`config.mk`:
```
export PLATFORM = sky130hd
export DESIGN_NAME = dsp_pre_adder_stage_flat
export DESIGN_NICKNAME = d
export VERILOG_FILES = /design/src/rtl/dsp48a1_pkg.sv /design/src/rtl/dsp_pre_adder_stage_if.sv /design/src/rtl/reg_bypass_stage.sv /design/src/rtl/dsp_pre_adder_stage.sv /design/src/flat_wrapper.sv
export SDC_FILE = /design/constraint.sdc
export NUM_CORES = 1
export LEC_CHECK = 0
export ABC_AREA = 1
export BUFFER_PORTS_ARGS = -buffer_cell sky130_fd_sc_hd__buf_2
export CAP_MARGIN = 20
export CORE_ASPECT_RATIO = 2
export CORE_MARGIN = 3
export CORE_UTILIZATION = 50
export DETAILED_ROUTE_END_ITERATION = 16
export HOLD_SLACK_MARGIN = 0.03
export PLACE_DENSITY_LB_ADDON = 0.15
export SETUP_SLACK_MARGIN = 0.02
export SYNTH_ARGS = -nofsm -noshare
export SYNTH_HDL_FRONTEND = slang
export SYNTH_SLANG_ARGS = --single-unit
export TNS_END_PERCENT = 100
```
`constraint.sdc`:
```
create_clock -name CLK -period 3.3 [get_ports CLK]
set_input_delay 0.825 -clock CLK [delete_from_list [all_inputs] [get_ports CLK]]
set_output_delay 0.825 -clock CLK [all_outputs]
set_load 0.01 [all_outputs]
```
`src/rtl/dsp48a1_pkg.sv`:
```
// Shared constants for the DSP48A1 slice datapath: bus widths, the OPMODE
// bit positions that steer the pre-adder, and the B-input source names.
package dsp48a1_pkg;

  localparam int DATA_W   = 18;
  localparam int OPMODE_W = 8;

  // OPMODE bit that turns the pre-adder from D+B into D-B
  localparam int OPM_PREADD_SUB = 6;
  // OPMODE bit that routes the pre-adder result (rather than B0) into B1
  localparam int OPM_PREADD_SEL = 4;

  localparam string B_INPUT_DIRECT  = "DIRECT";
  localparam string B_INPUT_CASCADE = "CASCADE";

endpackage

```
`src/rtl/dsp_pre_adder_stage_if.sv`:
```
// Operand bus between the slice input pins and the pre-adder stage.
// The master side drives operands, enables and OPMODE and receives the
// multiplier operands; the slave side is the pre-adder stage itself.
interface dsp_pre_adder_stage_if;
  import dsp48a1_pkg::*;

  logic [DATA_W-1:0]   A;
  logic [DATA_W-1:0]   B;
  logic [DATA_W-1:0]   BCIN;
  logic [DATA_W-1:0]   D;
  logic [OPMODE_W-1:0] OPMODE;
  logic                CEA;
  logic                CEB;
  logic                CED;
  logic                CEOPMODE;
  logic [DATA_W-1:0]   A1_OUT;
  logic [DATA_W-1:0]   B1_OUT;
  logic [DATA_W-1:0]   BCOUT;
  logic [OPMODE_W-1:0] OPMODE_OUT;

  modport master (
    output A, B, BCIN, D, OPMODE, CEA, CEB, CED, CEOPMODE,
    input  A1_OUT, B1_OUT, BCOUT, OPMODE_OUT
  );

  modport slave (
    input  A, B, BCIN, D, OPMODE, CEA, CEB, CED, CEOPMODE,
    output A1_OUT, B1_OUT, BCOUT, OPMODE_OUT
  );

endinterface

```
`src/rtl/reg_bypass_stage.sv`:
```
// One pipeline stage that is either a clock-enabled register with
// synchronous reset (REG != 0) or a plain wire (REG == 0). In the wire
// form reset and enable are ignored, so the output follows D at all times.
module reg_bypass_stage #(
  parameter int          WIDTH = 18,
  parameter int unsigned REG   = 1
) (
  input  logic             CLK,
  input  logic             RST,
  input  logic             CE,
  input  logic [WIDTH-1:0] D,
  output logic [WIDTH-1:0] Q
);

  generate
    if (REG != 0) begin : g_reg
      logic [WIDTH-1:0] r_q;

      // Reset wins over enable; without enable the stage holds its value
      always_ff @(posedge CLK) begin
        if (RST) begin
          r_q <= '0;
        end else if (CE) begin
          r_q <= D;
        end else begin
          r_q <= r_q;
        end
      end

      assign Q = r_q;
    end else begin : g_byp
      // Control inputs have no function in the wire form
      logic w_unused_ctrl;
      assign w_unused_ctrl = ^{CLK, RST, CE};
      assign Q = D;
    end
  endgenerate

endmodule

```
`src/rtl/dsp_pre_adder_stage.sv`:
```
// DSP48A1 input stage: optional A0/A1, B0, D, OPMODE and B1 registers,
// the 18-bit D+/-B pre-adder and the B1 source select. OPMODE_OUT is the
// post-register OPMODE word, and it is that word (not the raw pin) that
// steers the pre-adder, so with OPMODEREG=1 a new mode takes effect one
// edge after it is applied.
module dsp_pre_adder_stage
  import dsp48a1_pkg::*;
#(
  parameter int unsigned A0REG     = 0,
  parameter int unsigned A1REG     = 1,
  parameter int unsigned B0REG     = 0,
  parameter int unsigned B1REG     = 1,
  parameter int unsigned DREG      = 1,
  parameter int unsigned OPMODEREG = 1,
  parameter string       B_INPUT   = B_INPUT_DIRECT
) (
  input  logic                  CLK,
  input  logic                  RST,
  dsp_pre_adder_stage_if.slave  bus
);

  // Anything other than the cascade name selects the direct B pin
  localparam bit USE_CASCADE = (B_INPUT == B_INPUT_CASCADE);

  logic [DATA_W-1:0]   w_a0;
  logic [DATA_W-1:0]   w_a1;
  logic [DATA_W-1:0]   w_bsel;
  logic [DATA_W-1:0]   w_b0;
  logic [DATA_W-1:0]   w_d0;
  logic [OPMODE_W-1:0] w_opmode;
  logic [DATA_W-1:0]   w_preadd;
  logic [DATA_W-1:0]   w_b1_in;
  logic [DATA_W-1:0]   w_b1;

  assign w_bsel = USE_CASCADE ? bus.BCIN : bus.B;

  reg_bypass_stage #(.WIDTH(DATA_W), .REG(A0REG)) u_a0 (
    .CLK(CLK), .RST(RST), .CE(bus.CEA), .D(bus.A), .Q(w_a0)
  );

  reg_bypass_stage #(.WIDTH(DATA_W), .REG(A1REG)) u_a1 (
    .CLK(CLK), .RST(RST), .CE(bus.CEA), .D(w_a0), .Q(w_a1)
  );

  reg_bypass_stage #(.WIDTH(DATA_W), .REG(B0REG)) u_b0 (
    .CLK(CLK), .RST(RST), .CE(bus.CEB), .D(w_bsel), .Q(w_b0)
  );

  reg_bypass_stage #(.WIDTH(DATA_W), .REG(DREG)) u_d0 (
    .CLK(CLK), .RST(RST), .CE(bus.CED), .D(bus.D), .Q(w_d0)
  );

  reg_bypass_stage #(.WIDTH(OPMODE_W), .REG(OPMODEREG)) u_opmode (
    .CLK(CLK), .RST(RST), .CE(bus.CEOPMODE), .D(bus.OPMODE), .Q(w_opmode)
  );

  // Pre-add (wraps modulo 2^18, no carry out) and choice of B1 source
  always_comb begin
    w_preadd = '0;
    w_b1_in  = w_b0;
    if (w_opmode[OPM_PREADD_SUB]) begin
      w_preadd = w_d0 - w_b0;
    end else begin
      w_preadd = w_d0 + w_b0;
    end
    if (w_opmode[OPM_PREADD_SEL]) begin
      w_b1_in = w_preadd;
    end else begin
      w_b1_in = w_b0;
    end
  end

  // B1 shares the B clock enable with B0
  reg_bypass_stage #(.WIDTH(DATA_W), .REG(B1REG)) u_b1 (
    .CLK(CLK), .RST(RST), .CE(bus.CEB), .D(w_b1_in), .Q(w_b1)
  );

  assign bus.A1_OUT     = w_a1;
  assign bus.B1_OUT     = w_b1;
  assign bus.BCOUT      = w_b1;
  assign bus.OPMODE_OUT = w_opmode;

endmodule

```
`src/flat_wrapper.sv`:
```
// flat-port wrapper written by rule: the top's interface ports become plain ports
module dsp_pre_adder_stage_flat import dsp48a1_pkg::*;
#(
  parameter int unsigned A0REG     = 0,
  parameter int unsigned A1REG     = 1,
  parameter int unsigned B0REG     = 0,
  parameter int unsigned B1REG     = 1,
  parameter int unsigned DREG      = 1,
  parameter int unsigned OPMODEREG = 1,
  parameter string       B_INPUT   = B_INPUT_DIRECT
)
  (CLK, RST, bus_A, bus_B, bus_BCIN, bus_D, bus_OPMODE, bus_CEA, bus_CEB, bus_CED, bus_CEOPMODE, bus_A1_OUT, bus_B1_OUT, bus_BCOUT, bus_OPMODE_OUT);
  dsp_pre_adder_stage_if bus_i ();
  input  logic CLK;
  input  logic RST;
  input wire logic [$bits(bus_i.A)-1:0] bus_A;
  input wire logic [$bits(bus_i.B)-1:0] bus_B;
  input wire logic [$bits(bus_i.BCIN)-1:0] bus_BCIN;
  input wire logic [$bits(bus_i.D)-1:0] bus_D;
  input wire logic [$bits(bus_i.OPMODE)-1:0] bus_OPMODE;
  input wire logic [$bits(bus_i.CEA)-1:0] bus_CEA;
  input wire logic [$bits(bus_i.CEB)-1:0] bus_CEB;
  input wire logic [$bits(bus_i.CED)-1:0] bus_CED;
  input wire logic [$bits(bus_i.CEOPMODE)-1:0] bus_CEOPMODE;
  output wire logic [$bits(bus_i.A1_OUT)-1:0] bus_A1_OUT;
  output wire logic [$bits(bus_i.B1_OUT)-1:0] bus_B1_OUT;
  output wire logic [$bits(bus_i.BCOUT)-1:0] bus_BCOUT;
  output wire logic [$bits(bus_i.OPMODE_OUT)-1:0] bus_OPMODE_OUT;
  assign bus_i.A = bus_A;
  assign bus_i.B = bus_B;
  assign bus_i.BCIN = bus_BCIN;
  assign bus_i.D = bus_D;
  assign bus_i.OPMODE = bus_OPMODE;
  assign bus_i.CEA = bus_CEA;
  assign bus_i.CEB = bus_CEB;
  assign bus_i.CED = bus_CED;
  assign bus_i.CEOPMODE = bus_CEOPMODE;
  assign bus_A1_OUT = bus_i.A1_OUT;
  assign bus_B1_OUT = bus_i.B1_OUT;
  assign bus_BCOUT = bus_i.BCOUT;
  assign bus_OPMODE_OUT = bus_i.OPMODE_OUT;
  dsp_pre_adder_stage #(.A0REG(A0REG), .A1REG(A1REG), .B0REG(B0REG), .B1REG(B1REG), .DREG(DREG), .OPMODEREG(OPMODEREG), .B_INPUT(B_INPUT)) u_core (.CLK(CLK), .RST(RST), .bus(bus_i));
endmodule
```
==> summary.txt <==
Global route
  • Initial antenna violation count: 0
  • Vias in the first global route: 3,998
  • Largest net degree at the start of global routing: 30
  • Grt ovf: 0
  • First-pass GRT wire length: ~18,000 um
  • Tot GR Track Use: a little over a quarter

Yosys
  • Syn avg cell area: between 6 and 7 um^2
  • Cell area after synthesis: 3840 um^2
  • Sequential-to-total area share from yosys stat: 32.3%
  • Synth area leader: dfxtp_1
  • Synth top area cells: dfxtp_1 32%, nor2_1 11%, o21ai_0 8.3%
  • Syn. warnings: 0
  • Mapped Cells: 564
  • Flops & latches, synth: 62
  • Top cell type's share of synthesized area: ~32%
  • Syn nets: ~670
  • Cell variety after synth: 32

Clock network
  • Root buf cell: clkbuf_16
  • CTS Hold Bufs: 0
  • H-tree depth: 3
  • Cts bufs inserted: 9
  • Clock Latency Late Sink: between 0.3 and 0.4 ns
  • Clock buffer depth: 2
  • CTS tree: yes
  • Reg clk slew, reported paths: 0.05 ns
  • Clock sink total: 62

Critical path
  • Crit Path Category: primary input to flop
  • Reg2reg start: u_core.u_opmode.Q[6]$_SDFFE_PP0P_
  • R2r setup slk: ~0.47 ns
  • Startpoint Class: primary input
  • Worst path required time: 3.50 ns
  • Worst EP arrival: 3.27 ns
  • Worst-path fanout max: 3
  • CP endpoint kind: flop
  • Critical path startpoint: bus_B[0]

Placement
  • Inst Count DP: 761
  • Detailed placement HPWL: 8920 um
  • I/O Buffers: 129
  • Routability cong.: ~0.95

STA
  • Minimum clock period: 3.07 ns
  • # setup viols final: 0
  • Least-Margin Pin Slew: just under 0.9 ns
  • Pins over their slew limit: 0
  • Rel. slew slack: about two fifths
  • Clock skew: 0.00328 ns
  • Part of the cycle the worst path needs: between 90% and 100%
  • Final Hold Fails: 0
  • Peak Freq: 326 MHz
  • RSZ-0062 raised after global routing: false
  • Post-Route Setup TNS: 0 ns

Layout
  • Area growth, synth to finish: 23.7%
  • Cell Count, Final, Fillers Out: 778
  • Layout Nets: 786
  • Layout Utilization: 64.4%
  • # diodes: 0
  • Layout cell share with drive strength beyond 1: between 20% and 30%

Power and ir drop
  • Tot Pwr: 2.31 mW
  • Maximum VDD drop: roughly 0.36 mV
  • Power Density: 487 nW/um^2
  • Leakage: 2.44 nW

Die
  • Core area: around 7400 um^2
  • Die ar.: slightly below 9000 um^2
  • IO Pins: around 150
  • Die Height: 130 um
  • Initial Utilization: 52.0%
  • Row count: 44
  • Die width: 68.0 um

Min path
  • Hold Startpoint: u_core.u_b1.Q[10]$_SDFFE_PP0P_
  • Min-delay worst type: flop to flop

Route
  • Vias: 4,046
  • Routed Antenna Nets: 0
  • DR pass1 iterations: 4
  • WL per Instance: 14.4 um
  • DR iter-0 viols: 230
  • Via/cell ratio: 5.20
  • DRC viols: 0
  • Final WL: 11,200 um

Outcome
  • Status: finished clean

Run
  • Max cap viols: 0
## layout by cell type, fill, tap and decap left out
master / count
nand2_1: 73
o21ai_1: 4
dfxtp_1: 62
clkinv_2: 3
o21ai_2: 2
a21o_1: 2
inv_2: 2
o21bai_1: 1
nand2_2: 11
buf_4: 15
inv_1: 45
clkinv_1: 4
clkbuf_1: 1
nand3_1: 26
buf_2: 129
xnor2_1: 4
clkbuf_16: 9
xor2_1: 19
nor2_2: 10
o21ai_0: 62
nand3_2: 2
nor2_1: 115
o211ai_1: 2
clkinv_4: 1
a21oi_1: 48
a21oi_2: 6
nor3_1: 2
ha_1: 18
fa_1: 1
clkinvlp_4: 2
nor2_4: 1
nor4_1: 1
nand4_1: 1
o221ai_1: 1
nor4_4: 1
## layer usage
layer / routed length [um] / global-route usage, %
met1: 3660 / 24.6
met2: 6190 / 49.9
met3: 528 / 4.82
met4: 819 / 20.6
met5: 0 / 0
## flip-flops by register name, summed over array words and instances (netlist names)
register and cells:
u_core.u_a1.Q 18, u_core.u_b1.Q 18, u_core.u_d0.Q 18, u_core.u_opmode.Q 8
## synthesized netlist by cell type, drive strengths merged
library cell  count
o21bai            1
o211ai            2
nand3            28
fa                1
nor3              2
nor2            126
clkinv            4
o21ai            68
xor2             19
o221ai            1
dfxtp            62
a21oi            54
nand4             1
buf              24
a21o              2
ha               18
xnor2             4
nand2            84
nor4              2
inv              47
clkbuf           14
## power by group
part | internal [mW] | leakage (nW) | switching (mW)
Sequential | 0.805 | 0.515 | 0.0381
Combinational | 0.242 | 1.80 | 0.377
Clock | 0.505 | 0.128 | 0.347
Total | 1.55 | 2.44 | 0.762
## repair_timing
action / in CTS / in global routing
resized for setup: 0 / 3
setup buffers: 0 / 1
endpoints found under the setup margin: 0 / 1
## critical path: stages
cell and delay [ns]:
buf_2 0.10, inv_1 0.07, ha_1 0.17, nand2_1 0.07, nor2_2 0.09, nor2_2 0.06
nor2_4 0.12, o21ai_2 0.09, nor2_2 0.16, xor2_1 0.24, ha_1 0.31, buf_4 0.16
nand2_1 0.09, o21ai_0 0.10, a21oi_1 0.12, nand2_1 0.13, nand2_1 0.08, nand2_1 0.04
o21ai_1 0.15, a21oi_1 0.09
## kinds of logic after synthesis
| group | Yosys count | synth area share [%] |
|---|---|---|
| compound gates | 128 | 17.9 |
| fa+ha+maj | 19 | 6.39 |
| flops | 62 | 32.3 |
| buf+inv | 89 | 11.0 |
| simple gates | 243 | 27.1 |
| xor+xnor | 23 | 5.25 |
## per-stage QoR
| step | hold slack, ns | cell area [um^2] | setup WS, ns |
|---|---|---|---|
| 2_1_floorplan | 0.437 | 3840 | 0.329 |
| 3_3_place_gp | 0.460 | 4470 | -0.0190 |
| 3_5_place_dp | 0.470 | 4470 | -0.100 |
| 4_1_cts | 0.479 | 4740 | 0.241 |
| 5_1_grt | 0.496 | 4750 | 0.0386 |
| 6_report | 0.478 | 4750 | 0.230 |
## layout make-up
cell class                      count  area, um^2
Clock inverter                      6        38.8
Fill cell                         731        2630
Tap cell                           92         115
Multi-Input combinational cell    413        2180
Sequential cell                    62        1240
Inverter                           51         191
Clock buffer                       10         229
Timing Repair Buffer              144         758
## path summary, 6_finish.rpt
path                                          to  cells past startpoint
setup / recovery  u_core.u_b1.Q[14]$_SDFFE_PP0P_                     20
hold / removal    u_core.u_b1.Q[10]$_SDFFE_PP0P_                      2
setup reg to reg  u_core.u_b1.Q[14]$_SDFFE_PP0P_                     15
hold reg to reg   u_core.u_b1.Q[10]$_SDFFE_PP0P_                      2
No activity file was read; power rests on OpenSTA's default activity.
